===== src/rtl/simple_risc_pkg.sv =====
// Shared types and constants for the Simple RISC Machine datapath and control.
// The fetch FSM states and the HALT opcode live here so that decode and fetch agree on them.
package simple_risc_pkg;

  localparam int ADDR_W  = 8;
  localparam int INSTR_W = 16;

  localparam logic [2:0] OPC_HALT = 3'b111;

  typedef enum logic [2:0] {
    INIT,
    FETCH,
    WAIT,
    HOLD,
    HALT
  } fetch_state_t;

  // The opcode sits in the top three bits of every instruction.
  function automatic logic is_halt(input logic [INSTR_W-1:0] instr);
    return instr[INSTR_W-1 -: 3] == OPC_HALT;
  endfunction

endpackage


===== src/rtl/instr_fetch_unit.sv =====
// Instruction fetch stage: owns the PC, reads one instruction per pass from a 1-cycle-latency RAM,
// and presents it to the controller over valid/ready. It supports branch redirect and stops on HALT.
module instr_fetch_unit
  import simple_risc_pkg::*;
(
  input  logic               clk,
  input  logic               rst_n,
  input  logic [ADDR_W-1:0]  start_pc,
  output logic [ADDR_W-1:0]  mem_addr,
  output logic               mem_rd,
  input  logic [INSTR_W-1:0] mem_rdata,
  output logic [INSTR_W-1:0] ir,
  output logic               ir_valid,
  input  logic               ir_ready,
  input  logic               redirect,
  input  logic [ADDR_W-1:0]  redirect_pc,
  output logic [ADDR_W-1:0]  pc,
  output logic               halted
);

  fetch_state_t       state_q, state_d;
  logic [ADDR_W-1:0]  pc_q, pc_d;
  logic [ADDR_W-1:0]  mem_addr_q, mem_addr_d;
  logic [INSTR_W-1:0] ir_q, ir_d;
  logic               ir_valid_q, ir_valid_d;
  logic               take_redirect;

  always_comb begin
    // NOTE: every signal written here gets a default first, so no path can infer a latch.
    state_d       = state_q;
    pc_d          = pc_q;
    mem_addr_d    = mem_addr_q;
    ir_d          = ir_q;
    ir_valid_d    = ir_valid_q;
    mem_rd        = 1'b0;
    take_redirect = redirect && (state_q != INIT);

    case (state_q)
      INIT: begin
        pc_d    = start_pc;
        state_d = FETCH;
      end
      FETCH: begin
        mem_rd     = 1'b1;
        mem_addr_d = pc_q;
        state_d    = WAIT;
      end
      WAIT: begin
        // A redirect here means the returning word belongs to the abandoned path.
        if (!take_redirect) begin
          ir_d       = mem_rdata;
          ir_valid_d = 1'b1;
        end
        pc_d    = pc_q + ADDR_W'(1);
        state_d = HOLD;
      end
      HOLD: begin
        if (ir_ready) begin
          ir_valid_d = 1'b0;
          state_d    = is_halt(ir_q) ? HALT : FETCH;
        end
      end
      HALT: begin
        state_d = HALT;
      end
      default: begin
        state_d = INIT;
      end
    endcase

    // A taken branch overrides whatever the state above decided, including a HALT handoff.
    if (take_redirect) begin
      pc_d       = redirect_pc;
      ir_valid_d = 1'b0;
      state_d    = FETCH;
    end
  end

  // The address is driven straight from the PC while fetching and otherwise holds the last one issued.
  assign mem_addr = mem_rd ? pc_q : mem_addr_q;
  assign ir       = ir_q;
  assign ir_valid = ir_valid_q;
  assign pc       = pc_q;
  assign halted   = (state_q == HALT);

  always_ff @(posedge clk or negedge rst_n) begin
    // NOTE: sequential state is updated with non-blocking assignments only.
    if (!rst_n) begin
      state_q <= INIT;
    end else begin
      state_q <= state_d;
    end
  end

  always_ff @(posedge clk or negedge rst_n) begin
    if (!rst_n) begin
      pc_q       <= '0;
      mem_addr_q <= '0;
    end else begin
      pc_q       <= pc_d;
      mem_addr_q <= mem_addr_d;
    end
  end

  always_ff @(posedge clk or negedge rst_n) begin
    if (!rst_n) begin
      ir_q       <= '0;
      ir_valid_q <= 1'b0;
    end else begin
      ir_q       <= ir_d;
      ir_valid_q <= ir_valid_d;
    end
  end

endmodule


===== config.mk =====
export PLATFORM = sky130hd
export DESIGN_NAME = instr_fetch_unit
export DESIGN_NICKNAME = d
export VERILOG_FILES = /design/src/rtl/simple_risc_pkg.sv /design/src/rtl/instr_fetch_unit.sv
export SDC_FILE = /design/constraint.sdc
export NUM_CORES = 1
export LEC_CHECK = 0
export BUFFER_PORTS_ARGS = -buffer_cell sky130_fd_sc_hd__clkbuf_2
export CORE_MARGIN = 5
export CORE_UTILIZATION = 48
export CTS_CLUSTER_DIAMETER = 60
export DETAILED_ROUTE_END_ITERATION = 7
export GPL_TIMING_DRIVEN = 0
export PLACE_DENSITY = 0.79
export SYNTH_ARGS = -nofsm -noshare
export SYNTH_HDL_FRONTEND = slang
export SYNTH_SLANG_ARGS = --single-unit

===== constraint.sdc =====
create_clock -name clk -period 1.8 [get_ports clk]
set_clock_uncertainty 0.05 [all_clocks]
set_input_delay 0 -clock clk [delete_from_list [all_inputs] [get_ports clk]]
set_output_delay 0 -clock clk [all_outputs]
set_load 0.005 [all_outputs]

==> results.ini, run 1 <==
[critical_path]
worst_path_max_delay_cell = dfrtp_1
crit_buf_inv = 3
r2r_cells = 6
slowest_delay_ps = 410
cp-start-kind = flip-flop
worst-setup-path-type = flip-flop to output port
crit_start = state_q[2]
critical_path.max_fanout = 10
r2r_end = pc[6]
arrival_ps = 1670
end_kind = output port
critPathTopFamily = buffers and inverters
regToRegStartpoint = state_q[0]
r2r_slack_ps = 100
cp.required_ps = 1750
crit_chain = buf_6, nor3_4, buf_12, mux2_2, clkbuf_2

[run_status]
status = finished, violations left
violations = negative hold slack

[floorplanning]
core_area_mm2 = 0.00361
dieArea_mm2 = 0.00499
die_width_um = 70.6
row_count = 22
io_pins = 71
die_y_um = 70.6
start_util_pct = 48.9

[timing]
fin_hold_ws_ps = -1.64
slew_headroom_pct = 42.5
rsz0062_at_grt = yes
finalHoldViolCount = 1
finalCritPeriodShare_pct = 95.7
max_freq_mhz = 580
worst_slew_pin_slew_ps = 862
drv_slew = 0
worst_slack_ps = 76.6
period_needed_ps = 1720
final-setup-viol-count = 0

[placed_design]
dpl_cell_area_mm2 = 0.00217
port_buffers = 69
dp_hpwl_mm = 2.98
pre_cts_slack_ps = -0.634
gp_congestion = 0.837

[grt]
grt_pass1_wl_mm = 7.40
overflow = 0
grt_pass1_vias = 1559
grt_max_degree = 37
antenna_found_initial = 0
grt_usage_pct = 18.7

[synthesis]
synth.distinct_cells = 45
async_reset_ff_share_pct = 100
synth_top_area_share_pct = 51.1
synth-seq-cells = 36
synth_edf_count = 0
synth.avg_cell_area_um2 = 11.7
synthFlopType = dfrtp_1
synth_common_cells = dfrtp_1, mux2_2, a21oi_1, mux2_1, o21ai_0
syn_area_mm2 = 0.00176
synth_sequential_area_ratio_pct = 51.1
synth.top_cells.by_area = dfrtp_1, mux2_2, mux2_1, a21oi_1, o21ai_0
yosys_warnings = 0
yosys.area.top_type = dfrtp_1
synthCells = 151
syn_nets = 188
yosysMostFrequentCell = dfrtp_1

[power_and_ir_drop]
p_leak_nw = 1.22
vdd_drop_max_v = 0.000728
power.density_mw_per_mm2 = 1030

[min_path]
hold_path.class = input port to flip-flop
hp-start = start_pc[4]
holdPathEnd = pc[4]
whs_path_depth = 3

[detailed_routing]
route.vias.total = 1587
wl_mm = 4.33
drc = 0
ant_nets = 0
first_pass_iters = 4
drt_iter0_markers = 149
avgViaCountPerCell = 5.27
avgRoutedWirePerCell_um = 14.4

[clock_tree]
root_buffer = clkbuf_8
h-tree-depth = 2
cts_tree = yes
cts.path.max_buffers = 2
clkTransAtPathRegs_ps = 70
clkLatencyLatePin_ps = 280
cts_made_buffers = 5
cts.sinks = 36

[finish]
fin_nets = 289
design_area_mm2 = 0.00255
drive_above_1_share_pct = 41.5
syn_to_final_growth_pct = 44.6
antenna-diode-count = 0

[job]
maxCapViolCount = 0

[logic make-up after synthesis]
logic type	share of synthesized area [%]
compound gates	13.8
mux	15.9
buf+inv	4.04
fa+ha+maj	0.710
xor+xnor	0.497
simple gates	14.0
flops	51.1
[tightest hold or removal path: cells and delay by family]
kind,cells,cell delay [ps]
AOI/OAI and AO/OA,1,70
buffers and inverters,1,90
and+or+nand+nor,1,120
[metal layers]
layer / wire length [um] / share of wire (%) / GRT usage (%) / vias to the layer above
met3: 244 / 5.6 / 5.11 / 10
li1: - / - / - / 763
met1: 1750 / 40 / 23.7 / 765
met5: 0 / 0 / 0 / -
met4: 101 / 2.3 / 7.10 / 0
met2: 2230 / 52 / 30.6 / 49
[cells in the final DEF, fill, tap and decap left out, types with 2 or more instances in the layout]
master,n
clkbuf_8,5
buf_6,3
dlygate4sd3_1,24
a21oi_1,8
a31oi_1,2
nand2b_1,4
and3_1,3
o21ai_0,7
clkbuf_1,4
mux2_2,16
o21a_1,3
o21ai_1,2
buf_4,3
nand3_1,4
nand2_1,6
nand4_1,4
dfrtp_1,36
clkbuf_2,69
nor2_1,6
inv_1,3
mux2_1,8
nor3_1,3
a222oi_1,2
[where the power goes]
| group | total [mW] | switching, mW | internal, mW |
|---|---|---|---|
| clock network | 0.681 | 0.271 | 0.411 |
| registers | 1.17 | 0.138 | 1.03 |
| logic | 0.769 | 0.335 | 0.433 |
[through the flow]
stage               hold slack (ps)  util [%]  cells  total power, mW  TNS [ps]
finish                        -1.64      70.7    301             2.62         0
detailed placement              110      60.1    268             1.90    -0.634
global route                   21.7      70.7    301             2.80     -18.5
floorplan                      -346         -    151             1.54         0
CTS                            3.22      70.4    301             2.65         0
global placement                110      60.1    268             1.87     -8.67
[worst max-delay path by stage]
stage / endpoint / slack, ps / depth (start not counted)
finish: mem_addr[2] / 80 / 5
floorplan: pc[6] / 170 / 6
global route: pc[4] / -20 / 6
detailed placement: ir[14] / -0.6 / 4
global placement: ir[14] / -4 / 4
CTS: mem_addr[2] / 20 / 5
[registers in the layout (all words and copies together) (netlist names)]
name / count
ir: 16
ir_valid: 1
mem_addr_q: 8
pc: 8
state_q: 3
[timing repair]
item                                   4_1_cts  5_1_grt
hold buffers                                24        0
gates cloned                                 0        0
endpoints found under the hold margin       57        0
setup endpoints to repair                   14       11
pin swaps                                    1        2
gates resized for setup                      1        7
setup buffers                                1        0
[cell type report]
type | count | area [um2]
plain buffers | 9 | 67.6
well taps | 48 | 60.1
clock inverters | 2 | 35.0
clock buffers | 6 | 72.6
fillers | 283 | 1060
flip-flops and latches | 36 | 901
multi-input cells | 102 | 792
repair buffers | 94 | 606
inverters | 4 | 15.0
(Power assumes the default switching activity.)
==> run 2: changes to the inputs <==
--- a/config.mk
+++ b/config.mk
@@ -10,7 +10,6 @@
 export CORE_UTILIZATION = 48
 export CTS_CLUSTER_DIAMETER = 60
 export DETAILED_ROUTE_END_ITERATION = 7
-export GPL_TIMING_DRIVEN = 0
 export PLACE_DENSITY = 0.79
 export SYNTH_ARGS = -nofsm -noshare
 export SYNTH_HDL_FRONTEND = slang
==> run 2 against run 1 <==
Effect of this change: the run now ends clean; first-iteration DRC count is 15% higher; worst hold slack better by 5.2 ps; power fell by 1.4%; die area unchanged; critical path type unchanged; combinational power up 12%; count of clock-buffer cells in the layout unchanged; global-route usage is 0.48 points higher; register-to-register slack worse by 40 ps; largest cell class unchanged; non-clock buffer count up 16; cell count increased by 5.0%; sequential power about the same; utilization increased by 4.2 points.
==> results.ini, run 2 (synthesis gave the netlist of run 1 again) <==
[floorplanning]
start_util_pct = 48.9
die_width_um = 70.6
dieArea_mm2 = 0.00499
core_area_mm2 = 0.00361
io_pins = 71
row_count = 22
die_y_um = 70.6

[timing]
period_needed_ps = 1780
slew_headroom_pct = 75.8
max_freq_mhz = 561
finalCritPeriodShare_pct = 99.0
worst_slew_pin_slew_ps = 362
finalHoldViolCount = 0
drv_slew = 0
rsz0062_at_grt = yes
final-setup-viol-count = 0

[detailed_routing]
first_pass_iters = 5
ant_nets = 0
avgViaCountPerCell = 5.19
drc = 0
drt_iter0_markers = 172
avgRoutedWirePerCell_um = 15.7
wl_mm = 4.96
route.vias.total = 1641

[critical_path]
r2r_cells = 5
cp-start-kind = flip-flop
worst-setup-path-type = flip-flop to output port
cp.required_ps = 1750
crit_chain = buf_6, nor3_4, clkbuf_16, mux2_4, clkbuf_2
critPathTopFamily = buffers and inverters
slowest_delay_ps = 410
arrival_ps = 1730
worst_path_max_delay_cell = dfrtp_2
regToRegStartpoint = state_q[2]
end_kind = output port
crit_buf_inv = 3
r2r_end = ir[0]
r2r_slack_ps = 60
critical_path.max_fanout = 4

[grt]
antenna_found_initial = 0
grt_usage_pct = 19.2
grt_max_degree = 17
grt_pass1_vias = 1596
grt_pass1_wl_mm = 7.59
overflow = 0

[power_and_ir_drop]
power.density_mw_per_mm2 = 956
p_total_mw = 2.58
p_sw_mw = 0.782
p_int_mw = 1.80
vdd_drop_max_v = 0.000577
combPwrFrac_pct = 33.4
clkPwrFrac_pct = 20.5
swShare_pct = 30.3
power.share.sequential_pct = 46.1
p_leak_nw = 1.33

[finish]
antenna-diode-count = 0
layout_common_cells = clkbuf_2, dfrtp_1, dlygate4sd3_1, buf_4
fin_cells = 316
fin_nets = 305
drive_above_1_share_pct = 46.6
largest_reg_flops = 16
syn_to_final_growth_pct = 53.1
final_common_cell = clkbuf_2

[min_path]
holdPathEnd = pc[4]
hp-start = start_pc[4]
whs_path_depth = 3
hold_path.class = input port to flip-flop

[clock_tree]
cts.sinks = 36
root_buffer = clkbuf_8
cts_tree = yes
h-tree-depth = 2
clkTransAtPathRegs_ps = 70
cts.path.max_buffers = 2
clkLatencyLatePin_ps = 280
cts_made_buffers = 5

[placed_design]
port_buffers = 70
gp_congestion = 0.832
dp_hpwl_mm = 3.17
dp.cells = 272

[run_status]
status = finished clean

[job]
maxCapViolCount = 0

run 2: changes by cell type in the layout (fill, tap and decap cells not counted), moves of 2 or more:
cell and delta:
buf_4 +18, buf_6 -2, clkbuf_1 -3, dfrtp_1 -3, dfrtp_2 +3, mux2_2 -8, mux2_4 +8
run 2: tightest hold or removal path: stages:
cell	delay (ps)
clkbuf_2	100
a2111oi_2	60
nor3_1	130
run 2: cell type report:
type	count	area (um2)
repair buffers	119	815
inverters	4	15.0
multi-input cells	102	827
clock buffers	6	72.6
flip-flops and latches	36	905
clock inverters	1	5.00
well taps	48	60.1
fillers	254	907
run 2: worst max path at each step:
stage                from             to  cells after the start
2_1_floorplan  state_q[0]          pc[6]                      6
3_3_place_gp   state_q[0]  mem_addr_q[7]                      3
3_5_place_dp   state_q[0]  mem_addr_q[3]                      3
4_1_cts        state_q[2]    mem_addr[3]                      5
5_1_grt        state_q[2]    mem_addr[1]                      5
6_report       state_q[2]    mem_addr[1]                      5
run 2: timing repair:
action	CTS	global route
hold buffers	25	0
cloned	0	1
setup endpoints to repair	8	9
setup buffers	1	11
hold endpoints to repair	57	0
resized for setup	2	12
pin swaps	1	1
run 2: metrics by stage:
| step | cell area [um2] | hold slack (ps) | worst slack [ps] | TNS, ps | utilization [%] |
|---|---|---|---|---|---|
| after floorplan | 1760 | -346 | 169 | 0 | - |
| after global placement | 2210 | -211 | 156 | 0 | 61.2 |
| after detailed placement | 2210 | -209 | 85.4 | 0 | 61.2 |
| after CTS | 2560 | 21.3 | 0.986 | 0 | 70.9 |
| after global routing | 2700 | 52.8 | -55.6 | -297 | 74.8 |
| final | 2700 | 3.52 | 17.8 | 0 | 74.8 |
run 2: layer usage:
metal / track usage [%] / vias to the layer above / share of wire (%)
li1: - / 793 / -
met1: 25.0 / 785 / 43
met2: 31.3 / 55 / 51
met3: 5.11 / 8 / 5.2
met4: 6.26 / 0 / 1.2
met5: 0 / - / 0
run 2: power by group through the flow:
stage / logic [mW] / registers [mW] / clock network [mW]
floorplan: 0.362 / 1.18 / 0
global placement: 0.707 / 1.18 / 0
detailed placement: 0.725 / 1.20 / 0
CTS: 0.783 / 1.18 / 0.542
global route: 0.936 / 1.22 / 0.580
finish: 0.861 / 1.19 / 0.530
